`config.mk`:
```
export PLATFORM = sky130hd
export DESIGN_NAME = drive_mode_controller
export DESIGN_NICKNAME = d
export VERILOG_FILES = /design/src/rtl/drive_mode_controller.sv
export SDC_FILE = /design/constraint.sdc
export NUM_CORES = 1
export LEC_CHECK = 0
export BUFFER_PORTS_ARGS = -buffer_cell sky130_fd_sc_hd__buf_4
export CAP_MARGIN = 40
export CORE_UTILIZATION = 35
export DETAILED_ROUTE_END_ITERATION = 10
export GPL_ROUTABILITY_DRIVEN = 0
export PLACE_DENSITY_LB_ADDON = 0.3
export SLEW_MARGIN = 20
export SYNTH_ARGS = -nofsm -noshare
export SYNTH_HDL_FRONTEND = slang
export SYNTH_SLANG_ARGS = --single-unit
```
`constraint.sdc`:
```
create_clock -name clk -period 7.18 [get_ports clk]
set_input_delay 0.359 -clock clk [delete_from_list [all_inputs] [get_ports clk]]
set_output_delay 0.359 -clock clk [all_outputs]
set_load 0.05 [all_outputs]
```
`src/rtl/drive_mode_controller.sv`:
```
// ============================================================================
// Module      : drive_mode_controller
// Description : Behaviour scheduler arbitrating IR, audio and vision commands
//               into one registered motor command and speed.
// Revision    : 1.0 - initial release
// ============================================================================
`default_nettype none

module drive_mode_controller #(
    parameter int LOST_FRAMES    = 8,
    parameter int SEARCH_FRAMES  = 120,
    parameter int MANUAL_TIMEOUT = 25000000,
    parameter int MANUAL_SPEED   = 8
) (
    input  logic       clk,
    input  logic       rst_n,
    input  logic [2:0] ir_cmd,
    input  logic       ir_toggle,
    input  logic [3:0] audio_level,
    input  logic       fast,
    input  logic       orange_detected,
    input  logic [1:0] direction,
    input  logic       vsync,
    output logic [1:0] mode,
    output logic [2:0] motor_cmd,
    output logic [3:0] speed,
    output logic       cmd_valid
);

    localparam int LOST_W   = $clog2(LOST_FRAMES + 1);
    localparam int SEARCH_W = $clog2(SEARCH_FRAMES + 1);
    localparam int TIMER_W  = $clog2(MANUAL_TIMEOUT + 1);

    localparam logic [LOST_W-1:0]   LOST_LAST   = LOST_W'(LOST_FRAMES - 1);
    localparam logic [LOST_W-1:0]   LOST_MAX    = LOST_W'(LOST_FRAMES);
    localparam logic [SEARCH_W-1:0] SEARCH_LAST = SEARCH_W'(SEARCH_FRAMES - 1);
    localparam logic [SEARCH_W-1:0] SEARCH_MAX  = SEARCH_W'(SEARCH_FRAMES);
    localparam logic [TIMER_W-1:0]  TIMER_LAST  = TIMER_W'(MANUAL_TIMEOUT - 1);
    localparam logic [3:0]          MAN_SPEED   = 4'(MANUAL_SPEED);

    localparam logic [1:0] MODE_IDLE   = 2'b00;
    localparam logic [1:0] MODE_MANUAL = 2'b01;
    localparam logic [1:0] MODE_TRACK  = 2'b10;
    localparam logic [1:0] MODE_SEARCH = 2'b11;

    localparam logic [2:0] MOT_STOP  = 3'd0;
    localparam logic [2:0] MOT_FWD   = 3'd1;
    localparam logic [2:0] MOT_LEFT  = 3'd3;
    localparam logic [2:0] MOT_RIGHT = 3'd4;

    localparam logic [2:0] IR_NONE   = 3'd0;
    localparam logic [2:0] IR_STOP   = 3'd5;
    localparam logic [2:0] IR_AUTO   = 3'd6;
    localparam logic [2:0] IR_MANUAL = 3'd7;

    logic [1:0]          mode_q, mode_d;
    logic [2:0]          motor_q, motor_d;
    logic [3:0]          speed_q, speed_d;
    logic                cmd_valid_q, cmd_valid_d;
    logic [LOST_W-1:0]   lost_q, lost_d;
    logic [SEARCH_W-1:0] search_q, search_d;
    logic [TIMER_W-1:0]  timer_q, timer_d;
    logic                ir_toggle_q, ir_toggle_d;
    logic                vsync_q, vsync_d;
    logic                armed_q, armed_d;

    logic                ir_event;
    logic                frame_tick;
    logic [2:0]          track_motor;
    logic [3:0]          audio_speed;

    function automatic logic [2:0] steer(input logic [1:0] dir);
        case (dir)
            2'b01:   steer = MOT_LEFT;
            2'b10:   steer = MOT_RIGHT;
            default: steer = MOT_FWD;
        endcase
    endfunction

    always_comb begin
        armed_d     = 1'b1;
        ir_toggle_d = ir_toggle;
        vsync_d     = vsync;
        mode_d      = mode_q;
        motor_d     = motor_q;
        timer_d     = timer_q;
        lost_d      = lost_q;
        search_d    = search_q;

        // The first cycle after reset only loads the edge detectors, so input
        // levels that differ from the reset values cannot fake an event.
        ir_event    = armed_q && (ir_toggle != ir_toggle_q) && (ir_cmd != IR_NONE);
        frame_tick  = armed_q && vsync_q && !vsync;
        track_motor = steer(direction);

        if (mode_q == MODE_MANUAL) begin
            if (timer_q == TIMER_LAST) begin
                motor_d = MOT_STOP;
            end else begin
                timer_d = timer_q + TIMER_W'(1);
            end
        end

        if (ir_event) begin
            case (ir_cmd)
                IR_STOP: begin
                    mode_d  = MODE_IDLE;
                    motor_d = MOT_STOP;
                end
                IR_MANUAL: begin
                    mode_d  = MODE_MANUAL;
                    motor_d = MOT_STOP;
                    timer_d = '0;
                end
                IR_AUTO: begin
                    mode_d = MODE_TRACK;
                    lost_d = '0;
                end
                default: begin
                    mode_d  = MODE_MANUAL;
                    motor_d = ir_cmd;
                    timer_d = '0;
                end
            endcase
        end else if (frame_tick) begin
            if (mode_q == MODE_TRACK) begin
                if (orange_detected) begin
                    lost_d  = '0;
                    motor_d = track_motor;
                end else if (lost_q >= LOST_LAST) begin
                    mode_d   = MODE_SEARCH;
                    lost_d   = LOST_MAX;
                    search_d = '0;
                    motor_d  = MOT_LEFT;
                end else begin
                    lost_d = lost_q + LOST_W'(1);
                end
            end else if (mode_q == MODE_SEARCH) begin
                if (orange_detected) begin
                    mode_d  = MODE_TRACK;
                    lost_d  = '0;
                    motor_d = track_motor;
                end else if (search_q >= SEARCH_LAST) begin
                    mode_d   = MODE_IDLE;
                    search_d = SEARCH_MAX;
                    motor_d  = MOT_STOP;
                end else begin
                    search_d = search_q + SEARCH_W'(1);
                end
            end
        end

        // Speed follows the next mode/motor so both change in the same cycle.
        audio_speed = fast ? audio_level : {1'b0, audio_level[3:1]};
        case (mode_d)
            MODE_IDLE:   speed_d = 4'd0;
            MODE_MANUAL: speed_d = (motor_d != MOT_STOP) ? MAN_SPEED : 4'd0;
            default: begin
                speed_d = audio_speed;
                if ((motor_d != MOT_STOP) && (audio_speed == 4'd0)) begin
                    speed_d = 4'd1;
                end
            end
        endcase

        cmd_valid_d = (motor_d != motor_q) || (speed_d != speed_q);
    end

    always_ff @(posedge clk or negedge rst_n) begin
        if (!rst_n) begin
            mode_q      <= MODE_IDLE;
            motor_q     <= MOT_STOP;
            speed_q     <= 4'd0;
            cmd_valid_q <= 1'b0;
            lost_q      <= '0;
            search_q    <= '0;
            timer_q     <= '0;
            ir_toggle_q <= 1'b0;
            vsync_q     <= 1'b1;
            armed_q     <= 1'b0;
        end else begin
            mode_q      <= mode_d;
            motor_q     <= motor_d;
            speed_q     <= speed_d;
            cmd_valid_q <= cmd_valid_d;
            lost_q      <= lost_d;
            search_q    <= search_d;
            timer_q     <= timer_d;
            ir_toggle_q <= ir_toggle_d;
            vsync_q     <= vsync_d;
            armed_q     <= armed_d;
        end
    end

    assign mode      = mode_q;
    assign motor_cmd = motor_q;
    assign speed     = speed_q;
    assign cmd_valid = cmd_valid_q;

endmodule

`default_nettype wire
```
==> metrics.json, run 1 <==
{
  "status": {
    "outcome": "completed"
  },
  "sta": {
    "maxClockFrequency_ghz": 0.3503,
    "fin_ws_ps": 4325,
    "setup_repair_after_global_routing_missed_its_margin": "no",
    "drv_slew": 0,
    "layout_worst_path_cycle_share": 0.3976,
    "hold_viol_final": 0,
    "max-slew-margin-rel": 0.5298,
    "final-setup-viol-count": 0,
    "final.setup_skew_ps": 8.554,
    "tightestPinTransition_ps": 700.0,
    "hold-worst-slack_ps": 65.45,
    "fin_crit_ps": 2855,
    "timing.setup.tns_ps": 0
  },
  "cts": {
    "cts.root.buffer_cell": "sky130_fd_sc_hd__clkbuf_8",
    "post-cts-setup-buffers": 0,
    "insertion_delay_ps": 310,
    "ctsResizeCount": 0,
    "cts.clk_slew.worst_paths_ps": 90,
    "cts.hold.buffers_added": 0,
    "h_tree_lvls": 2,
    "clk_path_buf_depth": 2,
    "tritoncts_buffer_count": 5,
    "clock_sinks": 49,
    "tritoncts": "done"
  },
  "global_routing": {
    "groute.layer.met1.usage": 0.2154,
    "global_route_wire_length_before_repair_um": 10890,
    "grt_pass1_vias": 2305,
    "track_usage": 0.1576,
    "met2_track_demand_over_resource_in_global_routing": 0.2469,
    "antenna_found_initial": 0,
    "grt_start_max_net_pins": 50,
    "grt_busiest_layer": "met2",
    "grt.overflow.total": 0,
    "grtUsageMet3": 0.02927
  },
  "placed_design": {
    "port_buffers": 24,
    "detailedPlace.worstSlack_ps": 4373,
    "post-dp-hpwl_um": 4538
  },
  "die": {
    "floorplan.core_area_um2": 7888,
    "starting_utilization_of_the_core_area": 0.3696,
    "die-area_um2": 8698,
    "floorplan.io_pins": 25,
    "die_w_um": 93.27,
    "floorplan.rows": 32,
    "die_h_um": 93.27
  },
  "worst_setup_path": {
    "critPathKind": "reg2reg",
    "worst_r2r_path_depth": 10,
    "r2r_slack_ps": 4330,
    "biggest_fanout_along_the_worst_timing_path": 9,
    "worstSetupEndpointType": "flop",
    "worst_ep_arrival_time_ps": 3030,
    "rr_endpoint": "cmd_valid$_DFF_PN0_",
    "crit_start": "search_q[0]$_DFFE_PN0P_",
    "setup.worst_path.end": "cmd_valid$_DFF_PN0_",
    "timing.critical_path.from_type": "flop",
    "worst_r2r_startpoint": "search_q[0]$_DFFE_PN0P_",
    "required_ps": 7350
  },
  "finish": {
    "area_growth_pct": 13.99,
    "regArea_um2": 1227,
    "antenna_cells": 0,
    "fraction_of_layout_cells_with_a_size_suffix_above_1": 0.1556,
    "layout.filler_cells": 762,
    "design.final.nets": 364,
    "multi_input_comb_area_um2": 1628,
    "post-route-util": 0.4213
  },
  "synthesis": {
    "synthesized_area_um2": 2915,
    "synth_area_per_cell_um2": 9.082,
    "asyncSetResetFlopFracSynth": 1.000,
    "ys_types": 67,
    "post-synth-top-area-fraction": 0.4120,
    "synth_top_area_cell": "sky130_fd_sc_hd__dfrtp_1",
    "ys_top_cells_by_count": "sky130_fd_sc_hd__dfrtp_1 (48), sky130_fd_sc_hd__nor2_1 (35), sky130_fd_sc_hd__nand2_1 (33)",
    "synth.most_common_cell": "sky130_fd_sc_hd__dfrtp_1",
    "syn_inst": 321,
    "yosysSeqAreaShare": 0.4210,
    "post_synth_main_area_contributors": "sky130_fd_sc_hd__dfrtp_1 (41%), sky130_fd_sc_hd__xor2_1 (5.7%), sky130_fd_sc_hd__nor2_1 (4.5%)",
    "ys.warnings.count": 0,
    "synth_edf_count": 0,
    "syn-num-nets": 339,
    "synth_flop_cell": "sky130_fd_sc_hd__dfrtp_1",
    "synth.ff_latch_count": 49
  },
  "routing": {
    "wl_per_cell_um": 14.29,
    "detailedRoute.firstIterationViolations": 117,
    "drc_errors": 0,
    "firstDrtPassIters": 4,
    "drt.antenna.violating_nets": 0,
    "detailroute.via_count": 2439,
    "totalWireLength_um": 6417,
    "drt-vias-per-instance": 5.432
  },
  "power": {
    "power.leakage_nw": 1.484,
    "irDropWorstVdd_uv": 87.08,
    "power_per_cell_area_nw_per_um2": 215.3,
    "power_mw": 0.7156
  },
  "min_path": {
    "holdCritPathClass": "in2async"
  },
  "run": {
    "max-cap-violations": 0
  }
}
-- registers in the layout, summed over array words and instances (netlist names) --
signal	cells
armed_q	1
cmd_valid	1
ir_toggle_q	1
lost_q	4
mode	2
motor_cmd	3
search_q	7
speed	4
timer_q	25
vsync_q	1
-- per-stage QoR --
step                cell area, µm²  instances
floorplan                     2915        321
global placement              3207        441
detailed placement            3207        441
CTS                           3323        449
global route                  3323        449
finish                        3323        449
-- critical path: stages (launching register included) --
cell and delay (ps):
sky130_fd_sc_hd__dfrtp_1 440, sky130_fd_sc_hd__ha_1 280, sky130_fd_sc_hd__a211oi_2 90, sky130_fd_sc_hd__or3_4 400, sky130_fd_sc_hd__or4_4 500, sky130_fd_sc_hd__a31oi_4 380
sky130_fd_sc_hd__inv_4 100, sky130_fd_sc_hd__a21oi_2 130, sky130_fd_sc_hd__a2bb2oi_1 170, sky130_fd_sc_hd__o211a_1 160, sky130_fd_sc_hd__nand4_1 70
-- worst min-delay path by stage --
| stage | startpoint | endpoint | slack (ps) | depth (start not counted) |
|---|---|---|---|---|
| floorplan | rst_n | armed_q$_DFF_PN0_ | 60 | 0 |
| global placement | rst_n | timer_q[10]$_DFF_PN0_ | 430 | 1 |
| detailed placement | rst_n | timer_q[10]$_DFF_PN0_ | 440 | 1 |
| CTS | rst_n | timer_q[14]$_DFF_PN0_ | 90 | 1 |
| global route | rst_n | timer_q[17]$_DFF_PN0_ | 120 | 1 |
| finish | rst_n | timer_q[15]$_DFF_PN0_ | 70 | 1 |
-- report_power, final --
group	switching [mW]	leakage (nW)	internal, mW
Combinational	0.110	0.772	0.0649
Clock	0.0954	0.0585	0.114
Sequential	0.0320	0.654	0.300
-- layer usage --
layer / routed length, µm / vias to the layer above
met4: 95 / 0
li1: - / 1206
met5: 0 / -
met2: 3000 / 64
met3: 297 / 11
met1: 3024 / 1158
-- layout by cell type, fill, tap and decap left out, types with 2 or more instances in the layout --
cell                        Yosys  routed
sky130_fd_sc_hd__nand2_1       33      33
sky130_fd_sc_hd__nand4_1       11      11
sky130_fd_sc_hd__clkbuf_8       0       6
sky130_fd_sc_hd__o21ai_1        2       2
sky130_fd_sc_hd__and3_1         9       9
sky130_fd_sc_hd__and2_1         2       2
sky130_fd_sc_hd__a31oi_1        3       3
sky130_fd_sc_hd__nor2_1        35      35
sky130_fd_sc_hd__xor2_1        19      19
sky130_fd_sc_hd__nor3_1        10      10
sky130_fd_sc_hd__o31ai_1        3       3
sky130_fd_sc_hd__xnor2_1        3       3
sky130_fd_sc_hd__buf_4          0      26
sky130_fd_sc_hd__and3b_1        2       2
sky130_fd_sc_hd__a21oi_1       19      19
sky130_fd_sc_hd__inv_1          6       6
sky130_fd_sc_hd__mux2i_1        5       5
sky130_fd_sc_hd__nor2b_1        5       5
sky130_fd_sc_hd__or2_2          2       2
sky130_fd_sc_hd__ha_1           3       3
sky130_fd_sc_hd__nand2b_1       2       2
sky130_fd_sc_hd__or3_1          7       7
sky130_fd_sc_hd__dfrtp_1       48      48
sky130_fd_sc_hd__nand3_1       18      18
sky130_fd_sc_hd__a21o_1         3       3
sky130_fd_sc_hd__nand3b_1       2       2
sky130_fd_sc_hd__nand4b_1       3       3
sky130_fd_sc_hd__a2bb2oi_1      2       2
sky130_fd_sc_hd__a311o_1        2       2
sky130_fd_sc_hd__o21ai_0       17      17
-- cell type report --
| type | count | share of cell area |
|---|---|---|
| clock buffers | 7 | 0.02598 |
| clock inverters | 1 | 0.009036 |
| inverters | 7 | 0.008660 |
| multi-input cells | 257 | 0.4898 |
| flip-flops and latches | 49 | 0.3694 |
| well taps | 102 | 0.03840 |
| repair buffers | 26 | 0.05873 |
-- cell families after synthesis --
family	Yosys count	synth area share
xor gates and xnor gates	23	0.07168
DFF	49	0.4210
muxes	6	0.02103
buffers and inverters	15	0.02060
and+or+nand+nor	156	0.2936
AOI/OAI and AO/OA	68	0.1579
other	1	0.001286
adders and majority gates	3	0.01288
No activity file was read; power rests on OpenSTA's default activity.
==> run 2: changes to the inputs <==
--- a/config.mk
+++ b/config.mk
@@ -5,6 +5,7 @@
 export SDC_FILE = /design/constraint.sdc
 export NUM_CORES = 1
 export LEC_CHECK = 0
+export ABC_AREA = 1
 export BUFFER_PORTS_ARGS = -buffer_cell sky130_fd_sc_hd__buf_4
 export CAP_MARGIN = 40
 export CORE_UTILIZATION = 35
==> constraint.sdc (replaced) <==
create_clock -name clk -period 2.9 [get_ports clk]
set_input_delay 0.145 -clock clk [delete_from_list [all_inputs] [get_ports clk]]
set_output_delay 0.145 -clock clk [all_outputs]
set_load 0.05 [all_outputs]
==> run 2 against run 1 <==
  * First-iteration DRC count is 20% lower
  * Via count is 4.8% higher
  * Critical path depth is 6 higher
  * Core utilization is 0.30 points lower
  * Count of clock-buffer cells in the layout is 1 lower
  * Synthesized cell count is 23% higher
  * Setup slack worse by 3900 ps
  * Combinational power is 130% higher
==> metrics.json, run 2 <==
{
  "cts": {
    "tritoncts_buffer_count": 5,
    "post-cts-setup-buffers": 0,
    "cts.clk_slew.worst_paths_ps": 90,
    "tritoncts": "done",
    "clock_sinks": 49,
    "h_tree_lvls": 2,
    "clk_path_buf_depth": 2,
    "insertion_delay_ps": 300,
    "cts.root.buffer_cell": "sky130_fd_sc_hd__clkbuf_8",
    "ctsResizeCount": 0
  },
  "placed_design": {
    "post-dp-hpwl_um": 4772,
    "port_buffers": 24,
    "placed_area_um2": 3171
  },
  "routing": {
    "wl_per_cell_um": 12.04,
    "detailroute.via_count": 2555,
    "totalWireLength_um": 6368,
    "detailedRoute.firstIterationViolations": 94,
    "drt-vias-per-instance": 4.830,
    "drt.antenna.violating_nets": 0,
    "drc_errors": 0,
    "firstDrtPassIters": 4
  },
  "finish": {
    "fraction_of_layout_cells_with_a_size_suffix_above_1": 0.1358,
    "final_common_cell": "sky130_fd_sc_hd__nand2_1",
    "design.final.nets": 444,
    "commonest_cells_after_routing_fill_and_taps_aside": "sky130_fd_sc_hd__nand2_1 (85), sky130_fd_sc_hd__nor2_1 (60), sky130_fd_sc_hd__inv_1 (53), sky130_fd_sc_hd__dfrtp_1 (48), sky130_fd_sc_hd__nand3_1 (25)",
    "layout.filler_cells": 833,
    "fin_area_um2": 3283,
    "flip_flop_count_of_the_largest_register_after_layout": 25,
    "area_growth_pct": 14.39,
    "largestRegisters": "timer_q (25), search_q (7)",
    "largest_register": "timer_q",
    "antenna_cells": 0
  },
  "worst_setup_path": {
    "worst_path_dominant_cell_family": "simple AND/OR/NAND/NOR gates",
    "critPathKind": "in2reg",
    "worstSetupEndpointType": "flop",
    "required_ps": 3090,
    "critPathBufInv": 4,
    "critical_path.cell_chain": "dlygate4sd3_1, buf_4, nand2_1, nand2_1, nor2_1, nand2_1, inv_2, nand2_1, inv_2, nor2_1, nor2_1, nand2_2, nand3_1, nand2_1, nor2_1, nand2_1",
    "biggest_fanout_along_the_worst_timing_path": 14,
    "crit_top_cell": "sky130_fd_sc_hd__nand2_1",
    "timing.critical_path.slowest_stage_cell": "sky130_fd_sc_hd__dlygate4sd3_1",
    "worst_ep_arrival_time_ps": 2630,
    "timing.critical_path.from_type": "input port",
    "crit_path_max_incr_delay_ps": 540
  },
  "power": {
    "power.leakage_nw": 1.519,
    "power_per_cell_area_nw_per_um2": 482.6,
    "irDropWorstVdd_uv": 184.9
  },
  "global_routing": {
    "grt_pass1_vias": 2461,
    "grt_start_max_net_pins": 50,
    "global_route_wire_length_before_repair_um": 11140,
    "antenna_found_initial": 0,
    "track_usage": 0.1613,
    "grt.overflow.total": 0
  },
  "sta": {
    "setup_repair_after_global_routing_missed_its_margin": "no",
    "maxClockFrequency_ghz": 0.4091,
    "tightestPinTransition_ps": 621.8,
    "fin_crit_ps": 2444,
    "timing.setup.tns_ps": 0,
    "layout_worst_path_cycle_share": 0.8429,
    "drv_slew": 0,
    "hold_viol_final": 0,
    "max-slew-margin-rel": 0.5855,
    "final-setup-viol-count": 0,
    "final.setup_skew_ps": 11.25
  },
  "synthesis": {
    "synth_flop_cell": "sky130_fd_sc_hd__dfrtp_1",
    "synth_edf_count": 0,
    "synth_top_area_cell": "sky130_fd_sc_hd__dfrtp_1",
    "ys.warnings.count": 0,
    "asyncSetResetFlopFracSynth": 1.000,
    "yosysSeqAreaShare": 0.4276,
    "synth_area_per_cell_um2": 7.285,
    "synthesized_area_um2": 2870,
    "synth.ff_latch_count": 49,
    "post-synth-top-area-fraction": 0.4185,
    "post_synth_main_area_contributors": "sky130_fd_sc_hd__dfrtp_1 (42%), sky130_fd_sc_hd__nand2_1 (11%), sky130_fd_sc_hd__nor2_1 (7.8%)",
    "syn_inst": 394,
    "synth.most_common_cell": "sky130_fd_sc_hd__nand2_1",
    "ys_top_cells_by_count": "sky130_fd_sc_hd__nand2_1 (85), sky130_fd_sc_hd__nor2_1 (60), sky130_fd_sc_hd__inv_1 (53)",
    "syn-num-nets": 412,
    "ys_types": 36
  },
  "die": {
    "die_h_um": 92.56,
    "die_w_um": 92.56,
    "floorplan.core_area_um2": 7848,
    "starting_utilization_of_the_core_area": 0.3658,
    "floorplan.io_pins": 25,
    "die-area_um2": 8566,
    "floorplan.rows": 32
  },
  "run": {
    "max-cap-violations": 0
  },
  "status": {
    "outcome": "completed"
  },
  "min_path": {
    "holdCritPathClass": "in2reg"
  }
}
run 2: path summary, 6_finish.rpt:
| kind | slack, ps | cells past startpoint | start | endpoint |
|---|---|---|---|---|
| min | 150 | 4 | ir_cmd[2] | motor_cmd[1]$_DFF_PN0_ |
| max in group asynchronous | 2080 | 2 | rst_n | speed[0]$_DFF_PN0_ |
| max | 460 | 16 | ir_toggle | cmd_valid$_DFF_PN0_ |
| max reg2reg | 610 | 14 | ir_toggle_q$_DFF_PN0_ | cmd_valid$_DFF_PN0_ |
| min reg2reg | 490 | 2 | lost_q[3]$_DFFE_PN0P_ | lost_q[3]$_DFFE_PN0P_ |
| min in group asynchronous | 400 | 2 | rst_n | search_q[4]$_DFFE_PN0P_ |
run 2: repair_timing:
item,4_1_cts,5_1_grt
endpoints found under the setup margin,0,0
hold buffers,3,0
endpoints found under the hold margin,50,0
run 2: layout make-up:
class	count	area [µm²]	share of cell area
multi-input cells	281	1403	0.4272
flip-flops and latches	49	1227	0.3739
inverters	62	232.7	0.07088
repair buffers	27	210.2	0.06402
well taps	102	127.6	0.03887
clock buffers	6	72.57	0.02210
clock inverters	2	10.01	0.003049
run 2: tightest hold or removal path, cell delays in order:
cell,delay [ps]
sky130_fd_sc_hd__buf_4,90
sky130_fd_sc_hd__nand2_1,60
sky130_fd_sc_hd__nand2_2,70
sky130_fd_sc_hd__nand2_2,60
run 2: power breakdown:
| part | total, mW | internal [mW] | switching [mW] |
|---|---|---|---|
| Clock | 0.389 | 0.168 | 0.222 |
| Combinational | 0.400 | 0.130 | 0.270 |
| Sequential | 0.795 | 0.743 | 0.0527 |
| Total | 1.58 | 1.04 | 0.544 |
run 2: cells by family after synthesis:
family                     count (synthesis)  synth area share
xor gates and xnor gates                  13           0.03967
other                                      1          0.001307
adders and majority gates                  3           0.01308
buffers and inverters                     64           0.08370
AOI/OAI and AO/OA                         52            0.1020
muxes                                      1          0.003487
DFF                                       49            0.4276
and+or+nand+nor                          211            0.3291
run 2: per-layer routing:
| layer | global-route usage | wire (µm) |
|---|---|---|
| met2 | 0.2698 | 3017 |
| met1 | 0.2180 | 3142 |
| met3 | 0.02956 | 161 |
| met4 | 0.03125 | 48 |
| met5 | 0 | 0 |
run 2: per-stage QoR:
stage / hold slack, ps / util / worst slack, ps / total power [mW] / instances
2_1_floorplan: -150.6 / - / 865.4 / 1.077 / 394
3_3_place_gp: 208.6 / 0.4040 / 717.0 / 1.198 / 518
3_5_place_dp: 215.0 / 0.4040 / 630.1 / 1.205 / 518
4_1_cts: 141.5 / 0.4184 / 445.1 / 1.604 / 529
5_1_grt: 161.8 / 0.4184 / 194.5 / 1.691 / 529
6_report: 150.0 / 0.4184 / 455.7 / 1.584 / 529
==> run 3: changes to the inputs <==
==> constraint.sdc (replaced) <==
create_clock -name clk -period 2.5 [get_ports clk]
set_input_delay 0.125 -clock clk [delete_from_list [all_inputs] [get_ports clk]]
set_output_delay 0.125 -clock clk [all_outputs]
set_load 0.05 [all_outputs]
==> run 3 against run 2 <==
  * Core utilization up 0.21 points
  * First-iteration DRC count up 9.6%
  * Global-route usage up 0.26 points
  * Sequential share of layout area down 0.18 points
  * Combinational power up 16%
  * Non-clock buffer count up 1
==> metrics.json, run 3 (synthesized netlist as in run 2, its figures left out) <==
{
  "status": {
    "outcome": "completed"
  },
  "finish": {
    "commonest_cells_after_routing_fill_and_taps_aside": "sky130_fd_sc_hd__nand2_1 (85), sky130_fd_sc_hd__nor2_1 (60), sky130_fd_sc_hd__inv_1 (53), sky130_fd_sc_hd__dfrtp_1 (48)",
    "post-route-util": 0.4204,
    "area_growth_pct": 14.95,
    "antenna_cells": 0,
    "layout.filler_cells": 835,
    "flip_flop_count_of_the_largest_register_after_layout": 25,
    "design.final.nets": 445,
    "largest_register": "timer_q",
    "fraction_of_layout_cells_with_a_size_suffix_above_1": 0.1402,
    "final_common_cell": "sky130_fd_sc_hd__nand2_1",
    "largestRegisters": "timer_q (25), search_q (7)"
  },
  "die": {
    "die_w_um": 92.56,
    "floorplan.rows": 32,
    "floorplan.io_pins": 25,
    "die-area_um2": 8566,
    "die_h_um": 92.56,
    "starting_utilization_of_the_core_area": 0.3658,
    "floorplan.core_area_um2": 7848
  },
  "sta": {
    "layout_worst_path_cycle_share": 0.8434,
    "final-setup-viol-count": 0,
    "tightestPinTransition_ps": 633.8,
    "hold_viol_final": 0,
    "setup_repair_after_global_routing_missed_its_margin": "no",
    "maxClockFrequency_ghz": 0.4743,
    "fin_crit_ps": 2109,
    "drv_slew": 0,
    "final.setup_skew_ps": 11.01,
    "timing.setup.tns_ps": 0,
    "max-slew-margin-rel": 0.5774
  },
  "power": {
    "logic_gate_share_of_total_power": 0.248,
    "power_mw": 1.871,
    "pwr-share-seq": 0.493,
    "cellInternalPower_mw": 1.213,
    "total_switching_power_mw": 0.6574,
    "power_per_cell_area_nw_per_um2": 567.0,
    "net_sw_frac": 0.3514,
    "power.leakage_nw": 1.527,
    "power.clock.fraction": 0.259,
    "irDropWorstVdd_uv": 276.9
  },
  "routing": {
    "detailroute.via_count": 2556,
    "firstDrtPassIters": 5,
    "totalWireLength_um": 6280,
    "wl_per_cell_um": 11.85,
    "detailedRoute.firstIterationViolations": 103,
    "drt.antenna.violating_nets": 0,
    "drt-vias-per-instance": 4.823,
    "drc_errors": 0
  },
  "cts": {
    "cts.clk_slew.worst_paths_ps": 100,
    "tritoncts": "done",
    "insertion_delay_ps": 310,
    "post-cts-setup-buffers": 0,
    "tritoncts_buffer_count": 5,
    "h_tree_lvls": 2,
    "clock_sinks": 49,
    "cts.root.buffer_cell": "sky130_fd_sc_hd__clkbuf_8",
    "clk_path_buf_depth": 2
  },
  "worst_setup_path": {
    "required_ps": 2690,
    "worst_ep_arrival_time_ps": 2300,
    "worst_r2r_startpoint": "mode[0]$_DFF_PN0_",
    "rr_endpoint": "timer_q[16]$_DFF_PN0_",
    "setup.worst_path.end": "timer_q[16]$_DFF_PN0_",
    "worst_r2r_path_depth": 9,
    "crit_start": "mode[0]$_DFF_PN0_",
    "r2r_slack_ps": 390,
    "timing.critical_path.from_type": "flop",
    "worstSetupEndpointType": "flop",
    "biggest_fanout_along_the_worst_timing_path": 10,
    "critPathKind": "reg2reg"
  },
  "global_routing": {
    "track_usage": 0.1638,
    "grt_pass1_vias": 2514,
    "global_route_wire_length_before_repair_um": 11280,
    "grt_start_max_net_pins": 50,
    "antenna_found_initial": 0,
    "grt.overflow.total": 0
  },
  "min_path": {
    "holdCritPathClass": "in2reg"
  },
  "placed_design": {
    "port_buffers": 24,
    "post-dp-hpwl_um": 4768
  },
  "run": {
    "max-cap-violations": 0
  }
}
run 3: per-stage QoR:
step / worst slack, ps / std cells / instance area (µm²) / hold WS [ps]
after floorplan: 465.4 / 394 / 2870 / -170.6
after CTS: 371.0 / 530 / 3299 / 96.31
final: 391.5 / 530 / 3299 / 106.4
after global placement: 494.1 / 519 / 3178 / 196.6
after detailed placement: 428.0 / 519 / 3178 / 205.3
after global routing: 120.9 / 530 / 3299 / 126.0
run 3: repair_timing:
action | 4_1_cts | 5_1_grt
hold endpoints to repair | 50 | 0
endpoints found under the setup margin | 0 | 0
gates resized for setup | 0 | 0
hold buffers | 3 | 0
run 3: worst max-delay path: stages, from the launching register on:
cell	delay [ps]
sky130_fd_sc_hd__dfrtp_1	420
sky130_fd_sc_hd__inv_1	70
sky130_fd_sc_hd__nor2_1	300
sky130_fd_sc_hd__nand2_2	220
sky130_fd_sc_hd__nor2_1	220
sky130_fd_sc_hd__nand2_1	130
sky130_fd_sc_hd__nor3_2	260
sky130_fd_sc_hd__nand2_1	140
sky130_fd_sc_hd__nor3_1	170
sky130_fd_sc_hd__nor3_1	70
run 3: how the worst min path moves through the flow:
stage / from / endpoint / cells past startpoint / slack [ps]
floorplan: rst_n / armed_q$_DFF_PN0_ / 0 / -170
global placement: rst_n / lost_q[2]$_DFFE_PN0P_ / 1 / 200
detailed placement: rst_n / lost_q[1]$_DFFE_PN0P_ / 1 / 210
CTS: ir_cmd[2] / motor_cmd[1]$_DFF_PN0_ / 4 / 100
global route: ir_cmd[2] / motor_cmd[1]$_DFF_PN0_ / 4 / 130
finish: ir_cmd[2] / motor_cmd[1]$_DFF_PN0_ / 4 / 110
run 3: layer usage:
metal	vias to the layer above	share of wire	routed length (µm)	global-route usage
met5	-	0	0	0
li1	1329	-	-	-
met2	29	0.46	2903	0.2623
met3	6	0.028	173	0.02545
met4	0	0.010	63	0.05208
met1	1192	0.50	3140	0.2264
run 3: power by group through the flow:
stage / clock network, mW / logic, mW / registers [mW]
global placement: 0 / 0.455 / 0.936
detailed placement: 0 / 0.467 / 0.938
global route: 0.535 / 0.522 / 0.937
CTS: 0.507 / 0.471 / 0.923
finish: 0.485 / 0.464 / 0.921
floorplan: 0 / 0.244 / 1.01
run 3: layout make-up:
type	instances	area [µm²]	share of cell area
clock buffers	5	68.82	0.02086
clock inverters	3	22.52	0.006826
inverters	62	232.7	0.07053
multi-input cells	281	1403	0.4251
flip-flops and latches	49	1227	0.3720
well taps	102	127.6	0.03868
repair buffers	28	217.7	0.06598
